File: config.mk
export PLATFORM = sky130hd
export DESIGN_NAME = pic_icsp_loader
export DESIGN_NICKNAME = d
export VERILOG_FILES = /design/src/rtl/pic_pkg.sv /design/src/rtl/icsp_sync.sv /design/src/rtl/pic_icsp_loader.sv
export SDC_FILE = /design/constraint.sdc
export NUM_CORES = 1
export LEC_CHECK = 0
export ABC_CLOCK_PERIOD_IN_PS = 5900
export CAP_MARGIN = 5
export CORE_MARGIN = 2
export CORE_UTILIZATION = 65
export DETAILED_ROUTE_END_ITERATION = 7
export DONT_BUFFER_PORTS = 1
export GPL_ROUTABILITY_DRIVEN = 0
export GPL_TIMING_DRIVEN = 0
export HOLD_SLACK_MARGIN = 0.02
export PLACE_DENSITY = 0.87
export SLEW_MARGIN = 10
export SYNTH_ARGS = -nofsm -noshare
export SYNTH_HDL_FRONTEND = slang
export SYNTH_SLANG_ARGS = --single-unit
File: constraint.sdc
create_clock -name clk -period 5.9 [get_ports clk]
set_input_delay 0.885 -clock clk [delete_from_list [all_inputs] [get_ports clk]]
set_output_delay 0.885 -clock clk [all_outputs]
set_load 0.02 [all_outputs]
File: src/rtl/pic_pkg.sv
// Shared constants and types for the PIC16F54 ICSP program-memory loader.
package pic_pkg;

    // Six-bit ICSP command codes (LSB first on the wire)
    localparam logic [5:0] CMD_LOAD  = 6'h02;
    localparam logic [5:0] CMD_READ  = 6'h04;
    localparam logic [5:0] CMD_INC   = 6'h06;
    localparam logic [5:0] CMD_BEGIN = 6'h08;
    localparam logic [5:0] CMD_END   = 6'h0E;
    localparam logic [5:0] CMD_ERASE = 6'h09;

    localparam int CMD_BITS = 6;

    // Address pointer value on programming-mode entry; first Increment lands on 0
    localparam logic [8:0]  ADDR_RESET  = 9'h1FF;
    // Value written to every word by Bulk Erase, also the data latch reset value
    localparam logic [11:0] ERASE_VALUE = 12'hFFF;

    typedef enum logic [2:0] {
        ST_IDLE      = 3'd0,
        ST_CMD       = 3'd1,
        ST_DATA_IN   = 3'd2,
        ST_RD_FETCH  = 3'd3,
        ST_DATA_OUT  = 3'd4,
        ST_PROG_WAIT = 3'd5,
        ST_ERASE     = 3'd6
    } loader_state_t;

endpackage

File: src/rtl/icsp_sync.sv
// Two-flop synchronizer for an asynchronous host pin, with a rising-edge
// pulse derived from the synchronized level.
module icsp_sync (
    input  logic clk,
    input  logic rst,
    input  logic d_i,
    output logic sync_o,
    output logic rise_o
);

    logic meta_q;
    logic sync_q;
    logic prev_q;

    // Metastability stage, settled stage, and one-cycle history for edge detect
    always_ff @(posedge clk or negedge rst) begin
        if (!rst) begin
            meta_q <= 1'b0;
            sync_q <= 1'b0;
            prev_q <= 1'b0;
        end else begin
            meta_q <= d_i;
            sync_q <= meta_q;
            prev_q <= sync_q;
        end
    end

    assign sync_o = sync_q;
    assign rise_o = sync_q & ~prev_q;

endmodule

File: src/rtl/pic_icsp_loader.sv
// ICSP serial loader: owns the program-memory write port while programming
// mode is requested, holds the core in reset, and executes Load / Read /
// Increment / Begin / End / Bulk Erase commands from the host.
//
// state        | meaning
// -------------+-----------------------------------------------------------
// ST_IDLE      | not in programming mode, core may run
// ST_CMD       | shifting in a 6-bit command
// ST_DATA_IN   | shifting in a 16-bit frame for the data latch
// ST_RD_FETCH  | two cycles: address settle, then capture memory word
// ST_DATA_OUT  | driving the 16-bit read frame out, one bit per host clock
// ST_PROG_WAIT | one write strobe, then busy for PROG_CYCLES more cycles
// ST_ERASE     | writing ERASE_VALUE to every address, one per cycle
module pic_icsp_loader
    import pic_pkg::*;
#(
    parameter int ADDR_W      = 9,
    parameter int DATA_W      = 12,
    parameter int PROG_CYCLES = 16
) (
    input  logic              clk,
    input  logic              rst,
    input  logic              prog_mode,
    input  logic              icsp_clk,
    input  logic              icsp_dat_in,
    output logic              icsp_dat_out,
    output logic              icsp_dat_oe,
    input  logic [DATA_W-1:0] mem_rdata,
    output logic [ADDR_W-1:0] mem_adrs,
    output logic [DATA_W-1:0] mem_wdata,
    output logic              mem_we,
    output logic              cpu_rst_n,
    output logic              busy
);

    // Frame = start bit, data word, three pad bits
    localparam int FRAME_W = DATA_W + 4;
    localparam int CNT_W   = $clog2(FRAME_W + 1);
    localparam int TMR_W   = $clog2(PROG_CYCLES + 1);

    localparam logic [ADDR_W-1:0] ADDR_INIT = ADDR_W'(ADDR_RESET);
    localparam logic [DATA_W-1:0] ERASE_W   = DATA_W'(ERASE_VALUE);

    logic pm_s;
    logic dat_s;
    logic ck_rise;
    logic pm_rise_unused;
    logic dat_rise_unused;
    logic ck_level_unused;

    icsp_sync u_sync_pm (
        .clk    (clk),
        .rst    (rst),
        .d_i    (prog_mode),
        .sync_o (pm_s),
        .rise_o (pm_rise_unused)
    );

    icsp_sync u_sync_ck (
        .clk    (clk),
        .rst    (rst),
        .d_i    (icsp_clk),
        .sync_o (ck_level_unused),
        .rise_o (ck_rise)
    );

    icsp_sync u_sync_dat (
        .clk    (clk),
        .rst    (rst),
        .d_i    (icsp_dat_in),
        .sync_o (dat_s),
        .rise_o (dat_rise_unused)
    );

    loader_state_t      state_q,    state_d;
    logic [FRAME_W-1:0] shift_q,    shift_d;
    logic [CNT_W-1:0]   bit_cnt_q,  bit_cnt_d;
    logic [ADDR_W-1:0]  addr_q,     addr_d;
    logic [DATA_W-1:0]  latch_q,    latch_d;
    logic [TMR_W-1:0]   tmr_q,      tmr_d;
    logic [ADDR_W-1:0]  ecnt_q,     ecnt_d;
    logic               rd_phase_q, rd_phase_d;

    logic [FRAME_W-1:0] shift_in;
    logic [5:0]         cmd_code;

    // Serial input enters at the MSB so an LSB-first word ends up right-aligned
    // in the top bits once complete.
    assign shift_in = {dat_s, shift_q[FRAME_W-1:1]};
    assign cmd_code = shift_in[FRAME_W-1 -: CMD_BITS];

    // Next-state logic: command decode, shifting, timers and erase sweep
    always_comb begin
        state_d    = state_q;
        shift_d    = shift_q;
        bit_cnt_d  = bit_cnt_q;
        addr_d     = addr_q;
        latch_d    = latch_q;
        tmr_d      = tmr_q;
        ecnt_d     = ecnt_q;
        rd_phase_d = rd_phase_q;

        if (!pm_s && state_q != ST_IDLE) begin
            // Host left programming mode: abandon whatever was in flight
            state_d    = ST_IDLE;
            shift_d    = '0;
            bit_cnt_d  = '0;
            addr_d     = ADDR_INIT;
            tmr_d      = '0;
            ecnt_d     = '0;
            rd_phase_d = 1'b0;
        end else begin
            case (state_q)
                ST_IDLE: begin
                    if (pm_s) begin
                        state_d   = ST_CMD;
                        shift_d   = '0;
                        bit_cnt_d = '0;
                    end
                end

                ST_CMD: begin
                    if (ck_rise) begin
                        if (bit_cnt_q == CNT_W'(CMD_BITS - 1)) begin
                            shift_d   = '0;
                            bit_cnt_d = '0;
                            case (cmd_code)
                                CMD_LOAD:  state_d = ST_DATA_IN;
                                CMD_READ: begin
                                    state_d    = ST_RD_FETCH;
                                    rd_phase_d = 1'b0;
                                end
                                CMD_INC:   addr_d = addr_q + 1'b1;
                                CMD_BEGIN: begin
                                    state_d = ST_PROG_WAIT;
                                    tmr_d   = TMR_W'(PROG_CYCLES);
                                end
                                CMD_ERASE: begin
                                    state_d = ST_ERASE;
                                    ecnt_d  = '0;
                                end
                                CMD_END:   ;
                                default:   ;
                            endcase
                        end else begin
                            shift_d   = shift_in;
                            bit_cnt_d = bit_cnt_q + 1'b1;
                        end
                    end
                end

                ST_DATA_IN: begin
                    if (ck_rise) begin
                        if (bit_cnt_q == CNT_W'(FRAME_W - 1)) begin
                            latch_d   = shift_in[DATA_W:1];
                            shift_d   = '0;
                            bit_cnt_d = '0;
                            state_d   = ST_CMD;
                        end else begin
                            shift_d   = shift_in;
                            bit_cnt_d = bit_cnt_q + 1'b1;
                        end
                    end
                end

                ST_RD_FETCH: begin
                    if (!rd_phase_q) begin
                        rd_phase_d = 1'b1;
                    end else begin
                        shift_d    = {3'b000, mem_rdata, 1'b0};
                        bit_cnt_d  = '0;
                        rd_phase_d = 1'b0;
                        state_d    = ST_DATA_OUT;
                    end
                end

                ST_DATA_OUT: begin
                    // Bit 0 is already on the pin at entry; each host clock
                    // advances to the next bit, the 16th returns to command.
                    if (ck_rise) begin
                        if (bit_cnt_q == CNT_W'(FRAME_W - 1)) begin
                            shift_d   = '0;
                            bit_cnt_d = '0;
                            state_d   = ST_CMD;
                        end else begin
                            shift_d   = {1'b0, shift_q[FRAME_W-1:1]};
                            bit_cnt_d = bit_cnt_q + 1'b1;
                        end
                    end
                end

                ST_PROG_WAIT: begin
                    if (tmr_q == '0) begin
                        state_d = ST_CMD;
                    end else begin
                        tmr_d = tmr_q - 1'b1;
                    end
                end

                ST_ERASE: begin
                    if (ecnt_q == {ADDR_W{1'b1}}) begin
                        ecnt_d  = '0;
                        state_d = ST_CMD;
                    end else begin
                        ecnt_d = ecnt_q + 1'b1;
                    end
                end

                default: state_d = ST_IDLE;
            endcase
        end
    end

    // State and datapath registers
    always_ff @(posedge clk or negedge rst) begin
        if (!rst) begin
            state_q    <= ST_IDLE;
            shift_q    <= '0;
            bit_cnt_q  <= '0;
            addr_q     <= ADDR_INIT;
            latch_q    <= ERASE_W;
            tmr_q      <= '0;
            ecnt_q     <= '0;
            rd_phase_q <= 1'b0;
        end else begin
            state_q    <= state_d;
            shift_q    <= shift_d;
            bit_cnt_q  <= bit_cnt_d;
            addr_q     <= addr_d;
            latch_q    <= latch_d;
            tmr_q      <= tmr_d;
            ecnt_q     <= ecnt_d;
            rd_phase_q <= rd_phase_d;
        end
    end

    // Write strobe is gated by the synchronized mode so an abort stops
    // writes a cycle before the FSM itself falls back to idle.
    assign mem_we = pm_s & (((state_q == ST_PROG_WAIT) && (tmr_q == TMR_W'(PROG_CYCLES)))
                            || (state_q == ST_ERASE));

    assign mem_adrs  = (state_q == ST_ERASE) ? ecnt_q : addr_q;
    assign mem_wdata = (state_q == ST_ERASE)     ? ERASE_W :
                       (state_q == ST_PROG_WAIT) ? latch_q : '0;

    assign busy         = (state_q == ST_PROG_WAIT) || (state_q == ST_ERASE);
    assign icsp_dat_oe  = (state_q == ST_DATA_OUT);
    assign icsp_dat_out = (state_q == ST_DATA_OUT) & shift_q[0];
    assign cpu_rst_n    = rst & ~pm_s & (state_q == ST_IDLE);

endmodule

==> summary.txt <==
Run status
  – Status: complete, no violations

Finish
  – Final design utilization: 72.1%
  – Area growth syn-to-layout: 7.39%
  – Leading cell types in the layout, fill and taps excluded: 46 x sky130_fd_sc_hd__dfrtp_1, 41 x sky130_fd_sc_hd__nand2_1, 39 x sky130_fd_sc_hd__nor2_1
  – Cell area after layout: roughly 0.0043 mm²
  – Proportion of layout cells with a drive suffix above 1: 25.6%
  – Count of inserted antenna diode cells: 0
  – Fin nets: 430
  – Most common library cell in the layout ignoring fill and taps: sky130_fd_sc_hd__dfrtp_1

Timing
  – Final hold violation count: 0
  – Final cycle utilization of the critical path: 53.6%
  – Max transition margin: between 50% and 60%
  – FMAX: 0.316 GHz
  – Setup repair after global routing missed its margin: false
  – Pin slew with the least headroom to its limit: 0.729 ns
  – Final Max Tran Viols: 0
  – Number of setup violations in the final report: 0
  – Fin crit period: 3.16 ns
  – Fin Clk Skew: 0.0151 ns
  – Total negative slack for setup checks: 0 ns

Global route
  – Global Route Usage Sum: 30.6%
  – Pin count of the biggest net entering global routing: 69
  – Initial antenna violation count: 0
  – Global-route wire length before repair: 15,600 µm
  – Global route total overflow: 0
  – Number of global-route vias before repair: roughly 3,200

CTS
  – Worst skew pair latency: ~0.35 ns
  – Clock tree from TritonCTS: built
  – Clock transition at the register clock pins on the worst setup and hold paths after CTS: 0.09 ns
  – Number of sinks on the clock net: between 60 and 70
  – Number of CTS-inserted buffers: 9
  – CTS H-tree depth: 3
  – Resized cells post-CTS: 0
  – Deepest clock path buffer count: 2
  – Hold bufs inserted after CTS: 0
  – Total setup buffers inserted after CTS: 0
  – Root buf cell: sky130_fd_sc_hd__clkbuf_8

Detailed routing
  – DRT Pass-1 Iters: 5
  – Total DRC errors in the routed layout: 0
  – Total via count in the routed design: between 3,000 and 4,000
  – Initial detailed-routing violation count: about 190
  – Antenna-violating nets left: 0
  – Total detailed-routing wirelength: between 9000 and 10,000 µm
  – Routed WL per cell: 19.7 µm
  – Average vias per placed instance: 6.49

Synthesis
  – Post-synth EDFFs: 0
  – Netlist cell types: 68
  – Synth Warn #: 0
  – Net Count, Synth: roughly 420
  – Cell area after synthesis: 0.00398 mm²
  – Cells after synthesis: just under 400
  – Post-synthesis register bit count: 67
  – Commonest register cell after synthesis: sky130_fd_sc_hd__dfrtp_1
  – Cell types occupying the most area after synthesis: sky130_fd_sc_hd__dfrtp_1 29%, sky130_fd_sc_hd__dfstp_2 14%, sky130_fd_sc_hd__mux2_2 6.2%
  – Post-synthesis async set-or-reset flop share: 100%
  – Share of Yosys cell area claimed by the top area cell type: between 20% and 30%
  – Post-synthesis sequential area ratio: between 40 and 50%
  – Yosys top cell by area: sky130_fd_sc_hd__dfrtp_1
  – Avg Inst Size Synth: approximately 10 µm²

Power and ir drop
  – Leak pwr: 1.76 nW
  – Power, Total: 1.54 mW
  – Power Density: around 360 mW/mm²
  – Largest voltage drop on the vdd net: 0.251 mV

Die
  – Die Footprint: 0.00676 mm²
  – Starting density of the core: 67.2%
  – Die extent in x: 82.2 µm
  – Top Ports: 43
  – Die Ht: 82.2 µm
  – Placement row count: 28
  – Placeable core region: 0.00592 mm²

Place
  – Port Buffer Count: 0
  – HPWL after detailed placement: 6450 µm
  – Post-place instance area: 0.00407 mm²

Worst hold path
  – Min-Delay Path Class: input pin to asynchronous set/reset pin

Worst setup path
  – Worst Path Max Fanout: 10
  – Data required time of the worst path: 5.02 ns
  – Kind of end point of the critical path: primary output
  – Setup Crit Path Kind: flip-flop to primary output
  – Critical Path AT: 2.28 ns
  – Setup crit start kind: flip-flop

Flow run
  – Maximum Capacitance Violations: 0
## area by class of cell
type,count,area (µm²)
Multi-Input combinational cell,292,2060
Sequential cell,67,1700
Fill cell,415,1650
Buffer,23,173
Clock buffer,9,124
Tap cell,75,93.8
Clock inverter,7,76.3
Inverter,12,45.0
## power by group
group	internal [mW]	switching, mW	total, mW	leakage [nW]
registers	0.493	0.0437	0.537	0.836
logic	0.242	0.370	0.613	0.826
clock network	0.197	0.192	0.389	0.0958
total	0.933	0.606	1.54	1.76
## flip-flops by register name (all words and copies together) (netlist names), 3 cells and up
name       cells
ecnt_q         9
state_q        3
addr_q         9
tmr_q          5
latch_q       12
shift_q       16
bit_cnt_q      5
## layer usage
layer / global-route usage (%) / vias up / wire length, µm
met2: 48.8 / 138 / 4770
met5: 0 / - / 0
met4: 17.0 / 0 / 325
met3: 5.22 / 30 / 609
met1: 39.5 / 1548 / 3870
li1: - / 1433 / -
## worst max-delay path, cell delays in order (launching register included)
cell and delay (ns):
sky130_fd_sc_hd__dfrtp_1 0.39, sky130_fd_sc_hd__buf_6 0.15, sky130_fd_sc_hd__buf_6 0.14, sky130_fd_sc_hd__and3b_1 0.20, sky130_fd_sc_hd__buf_2 0.18, sky130_fd_sc_hd__buf_2 0.27
sky130_fd_sc_hd__a21oi_1 0.07, sky130_fd_sc_hd__nor3_1 0.54
## Yosys cell counts (5+ instances only)
cell type	count
sky130_fd_sc_hd__dfrtp_1	46
sky130_fd_sc_hd__dfstp_2	21
sky130_fd_sc_hd__buf_6	8
sky130_fd_sc_hd__nor2b_1	6
sky130_fd_sc_hd__mux2i_1	7
sky130_fd_sc_hd__ha_1	8
sky130_fd_sc_hd__nor4_1	5
sky130_fd_sc_hd__inv_1	12
sky130_fd_sc_hd__nand3_1	12
sky130_fd_sc_hd__buf_2	9
sky130_fd_sc_hd__a21oi_1	13
sky130_fd_sc_hd__a22o_1	5
sky130_fd_sc_hd__nor3_1	6
sky130_fd_sc_hd__and3_1	8
sky130_fd_sc_hd__nor2_1	39
sky130_fd_sc_hd__a22oi_1	12
sky130_fd_sc_hd__mux2_2	22
sky130_fd_sc_hd__nand2_1	41
sky130_fd_sc_hd__o21ai_1	12
sky130_fd_sc_hd__xnor2_1	10
sky130_fd_sc_hd__o21ai_0	13
## final timing paths
path,from,to,slack [ns],depth (start not counted)
worst max-delay path,state_q[0],mem_we,2.74,7
worst min-delay path,rst,shift_q[4],0.23,0
worst max register to register,ecnt_q[0],state_q[0],3.43,9
worst min register to register,u_sync_pm.meta_q,u_sync_pm.sync_o,0.35,0
max in group asynchronous,rst,latch_q[0],5.47,0
min in group clk,u_sync_pm.meta_q,u_sync_pm.sync_o,0.35,0
## logic make-up after synthesis
group / after synthesis / share of synthesized area, %
and+or+nand+nor: 162 / 23.7
AOI/OAI and AO/OA: 79 / 14.1
DFF: 67 / 42.8
buffers and inverters: 35 / 5.47
muxes: 31 / 8.75
xor gates and xnor gates: 12 / 2.64
adders and majority gates: 8 / 2.52
## through the flow
stage,instances,hold WS (ns),setup slack (ns)
after floorplan,394,0.331,3.34
after global placement,469,0.333,3.11
after detailed placement,469,0.335,3.11
after CTS,485,0.215,2.72
after global routing,485,0.207,2.59
final,485,0.226,2.74
Note: power is estimated with default switching activity, not from simulation.
==> variant, RTL diff (config.mk and constraints unchanged) <==
Put a register stage on the outputs `icsp_dat_out`, `icsp_dat_oe`, `mem_adrs`, `mem_wdata`, `mem_we` and `busy`, without a reset. The values now appear one clock later. The other outputs are not delayed to match. Comments in the files are not updated.
--- a/src/rtl/pic_icsp_loader.sv
+++ b/src/rtl/pic_icsp_loader.sv
@@ -236,16 +236,16 @@
 
     // Write strobe is gated by the synchronized mode so an abort stops
     // writes a cycle before the FSM itself falls back to idle.
-    assign mem_we = pm_s & (((state_q == ST_PROG_WAIT) && (tmr_q == TMR_W'(PROG_CYCLES)))
-                            || (state_q == ST_ERASE));
-
-    assign mem_adrs  = (state_q == ST_ERASE) ? ecnt_q : addr_q;
-    assign mem_wdata = (state_q == ST_ERASE)     ? ERASE_W :
-                       (state_q == ST_PROG_WAIT) ? latch_q : '0;
-
-    assign busy         = (state_q == ST_PROG_WAIT) || (state_q == ST_ERASE);
-    assign icsp_dat_oe  = (state_q == ST_DATA_OUT);
-    assign icsp_dat_out = (state_q == ST_DATA_OUT) & shift_q[0];
+
+
+    always_ff @(posedge clk) begin
+        icsp_dat_out <= (state_q == ST_DATA_OUT) & shift_q[0];
+        icsp_dat_oe  <= (state_q == ST_DATA_OUT);
+        mem_adrs     <= (state_q == ST_ERASE) ? ecnt_q : addr_q;
+        mem_wdata    <= (state_q == ST_ERASE)     ? ERASE_W : (state_q == ST_PROG_WAIT) ? latch_q : '0;
+        mem_we       <= pm_s & (((state_q == ST_PROG_WAIT) && (tmr_q == TMR_W'(PROG_CYCLES))) || (state_q == ST_ERASE));
+        busy         <= (state_q == ST_PROG_WAIT) || (state_q == ST_ERASE);
+    end
     assign cpu_rst_n    = rst & ~pm_s & (state_q == ST_IDLE);
 
 endmodule
Formal check against the unedited RTL: no difference found for any inputs over 10 cycles, from zero or initial values and one cycle with rst low; that may be too few to reach the edited logic, so the function may still have changed.
==> variant against the unedited design <==
First-iteration DRC count rose by 85%; sequential cell count rose by 25; worst setup slack improved by 0.73 ns; count of clock-buffer cells in the layout did not move; synthesized area rose by 8.5%; global-route usage fell by 3.4 points; cell area rose by 7.8%; power rose by 2.6%; clock power rose by 7.7%; wire length fell by 2.3%; critical path type is now flip-flop to flip-flop; largest cell class is now sequential cells; largest power group is now registers; highest routed layer unchanged.
==> variant: results (changes against the unedited design) <==
1st-pass router iterations=7 (+2); max reg flops=16 (unchanged); peak supply drop=0.0002584 V (+3.1%); vias per std cell=6.576 (+1.3%); count of different cell masters after synthesis=60 (-12%); worst hold path class=input pin to asynchronous set/reset pin; Antenna diodes=0 (unchanged); Lkg Pwr=1.975 nW (+12%); Final #Nets=455 (+5.8%); initial DRC count=357 (+85%); gr usage total=27.21% (-3.4 points); biggest regs=shift_q x16, latch_q x12, mem_wdata x12; fmax=410.0 MHz (+30%); synth top area cells=dfrtp_1, dfstp_2, dfxtp_1, mux2_2, nand2_1; Placement Setup Slack=3.548 ns (+0.4372 ns); H-tree Lvls=3 (unchanged); largest net degree at the start of global routing=69 (unchanged); Placed Instance Area=4412 um2 (+8.4%); r2r setup slk=3.46 ns (+0.03 ns); status=completed; Syn Nets=444 (+6.0%); port bufs=0 (unchanged); fraction of synthesized area in multiplexers=6.002% (-2.7 points); Final setup viols=0 (unchanged); worst skew pair latency=0.37 ns (+0.02 ns); post-synthesis compound-gate area fraction=16.64% (+2.6 points); Worst slew margin=37.57% (-13 points); clock transition at the registers of the reported paths=0.11 ns (+0.02 ns); Async S/R FF share, synth=72.83% (-27 points); CTS-repair resized insts=0 (unchanged); ys flop type=dfrtp_1; Critical Path Fanout Max=5 (-5); Yosys warnings=0 (unchanged); number of global-route vias before repair=3156 (-0.57%); clk_skew=0.01187 ns (-0.003231 ns); Vias=3367 (+6.9%); DR WL/cell=18.26 um (-7.5%); first-pass GRT wire length=15550 um (-0.44%); xor/xnor share of the synthesized area=2.233% (-0.41 points); slowest cell on the critical path=dfrtp_1; syn_area_per_cell=10.30 um2 (+2.0%); Final HPWL DP=6340 um (-1.7%); # placed instances=496 (+5.8%); register area share after synthesis=51.06% (+8.2 points); hold slack=0.1982 ns (-0.02753 ns); Filler cells=463 (+12%); CP delay by family, top=compound AO/OA/AOI/OAI gates; CP max stage delay=0.41 ns (-0.13 ns); Synth Area in Adders=2.320% (-0.20 points); initial antenna violation count=0 (unchanged); # Post-CTS Setup Buffers=0 (unchanged); WP data arrival=2.70 ns (+0.42 ns); Switching Share=38.29% (-1.1 points); Root Buffer=clkbuf_8; Num CTS Buffers=9 (unchanged); EDFF count, synth=0 (unchanged); Post-synth top cells=nand2_1, dfrtp_1, dfxtp_1; layout cell share with drive strength beyond 1=20.46% (-5.1 points); clk buf depth=2 (unchanged)
==> variant: cell count changes in the layout (fill, tap and decap cells not counted), moves of 6 or more <==
cell / delta
nand2_1: +16
clkbuf_1: +7
nor2_1: -20
o21ai_1: -12
o2bb2ai_1: +10
dfxtp_1: +25
nand2b_1: +6
buf_6: -8
o31ai_1: +8
mux2i_1: -7
o21ai_0: +11
==> variant: worst paths after layout <==
| check | from | to | cells past startpoint |
|---|---|---|---|
| worst max-delay path | ecnt_q[0] | state_q[2] | 9 |
| worst min-delay path | rst | shift_q[11] | 0 |
| worst max register to register | ecnt_q[0] | state_q[2] | 9 |
| worst min register to register | u_sync_ck.meta_q | u_sync_ck.sync_o | 0 |
| max in group asynchronous | rst | latch_q[0] | 0 |
| min in group clk | u_sync_ck.meta_q | u_sync_ck.sync_o | 0 |
==> variant: cell type report <==
class,count,area [um2],area share [%]
Buffer,24,106.4,2.309
Tap cell,77,96.34,2.092
Clock buffer,9,123.9,2.689
Multi-Input combinational cell,292,1964,42.65
Inverter,11,41.29,0.8965
Sequential cell,92,2203,47.84
Clock inverter,7,70.07,1.521
==> variant: routing by layer <==
| layer | wire length (um) | global-route usage [%] | vias up |
|---|---|---|---|
| met4 | 385 | 15.58 | 0 |
| met2 | 4231 | 38.99 | 156 |
| met1 | 4110 | 38.43 | 1625 |
| li1 | - | - | 1545 |
| met5 | 0 | 0 | - |
| met3 | 620 | 5.837 | 41 |
==> variant: power by group through the flow <==
stage	logic (mW)	clock network (mW)	registers, mW
CTS	0.436	0.422	0.705
floorplan	0.335	0	0.706
detailed placement	0.434	0	0.717
finish	0.453	0.419	0.706
global placement	0.421	0	0.715
global route	0.494	0.448	0.711
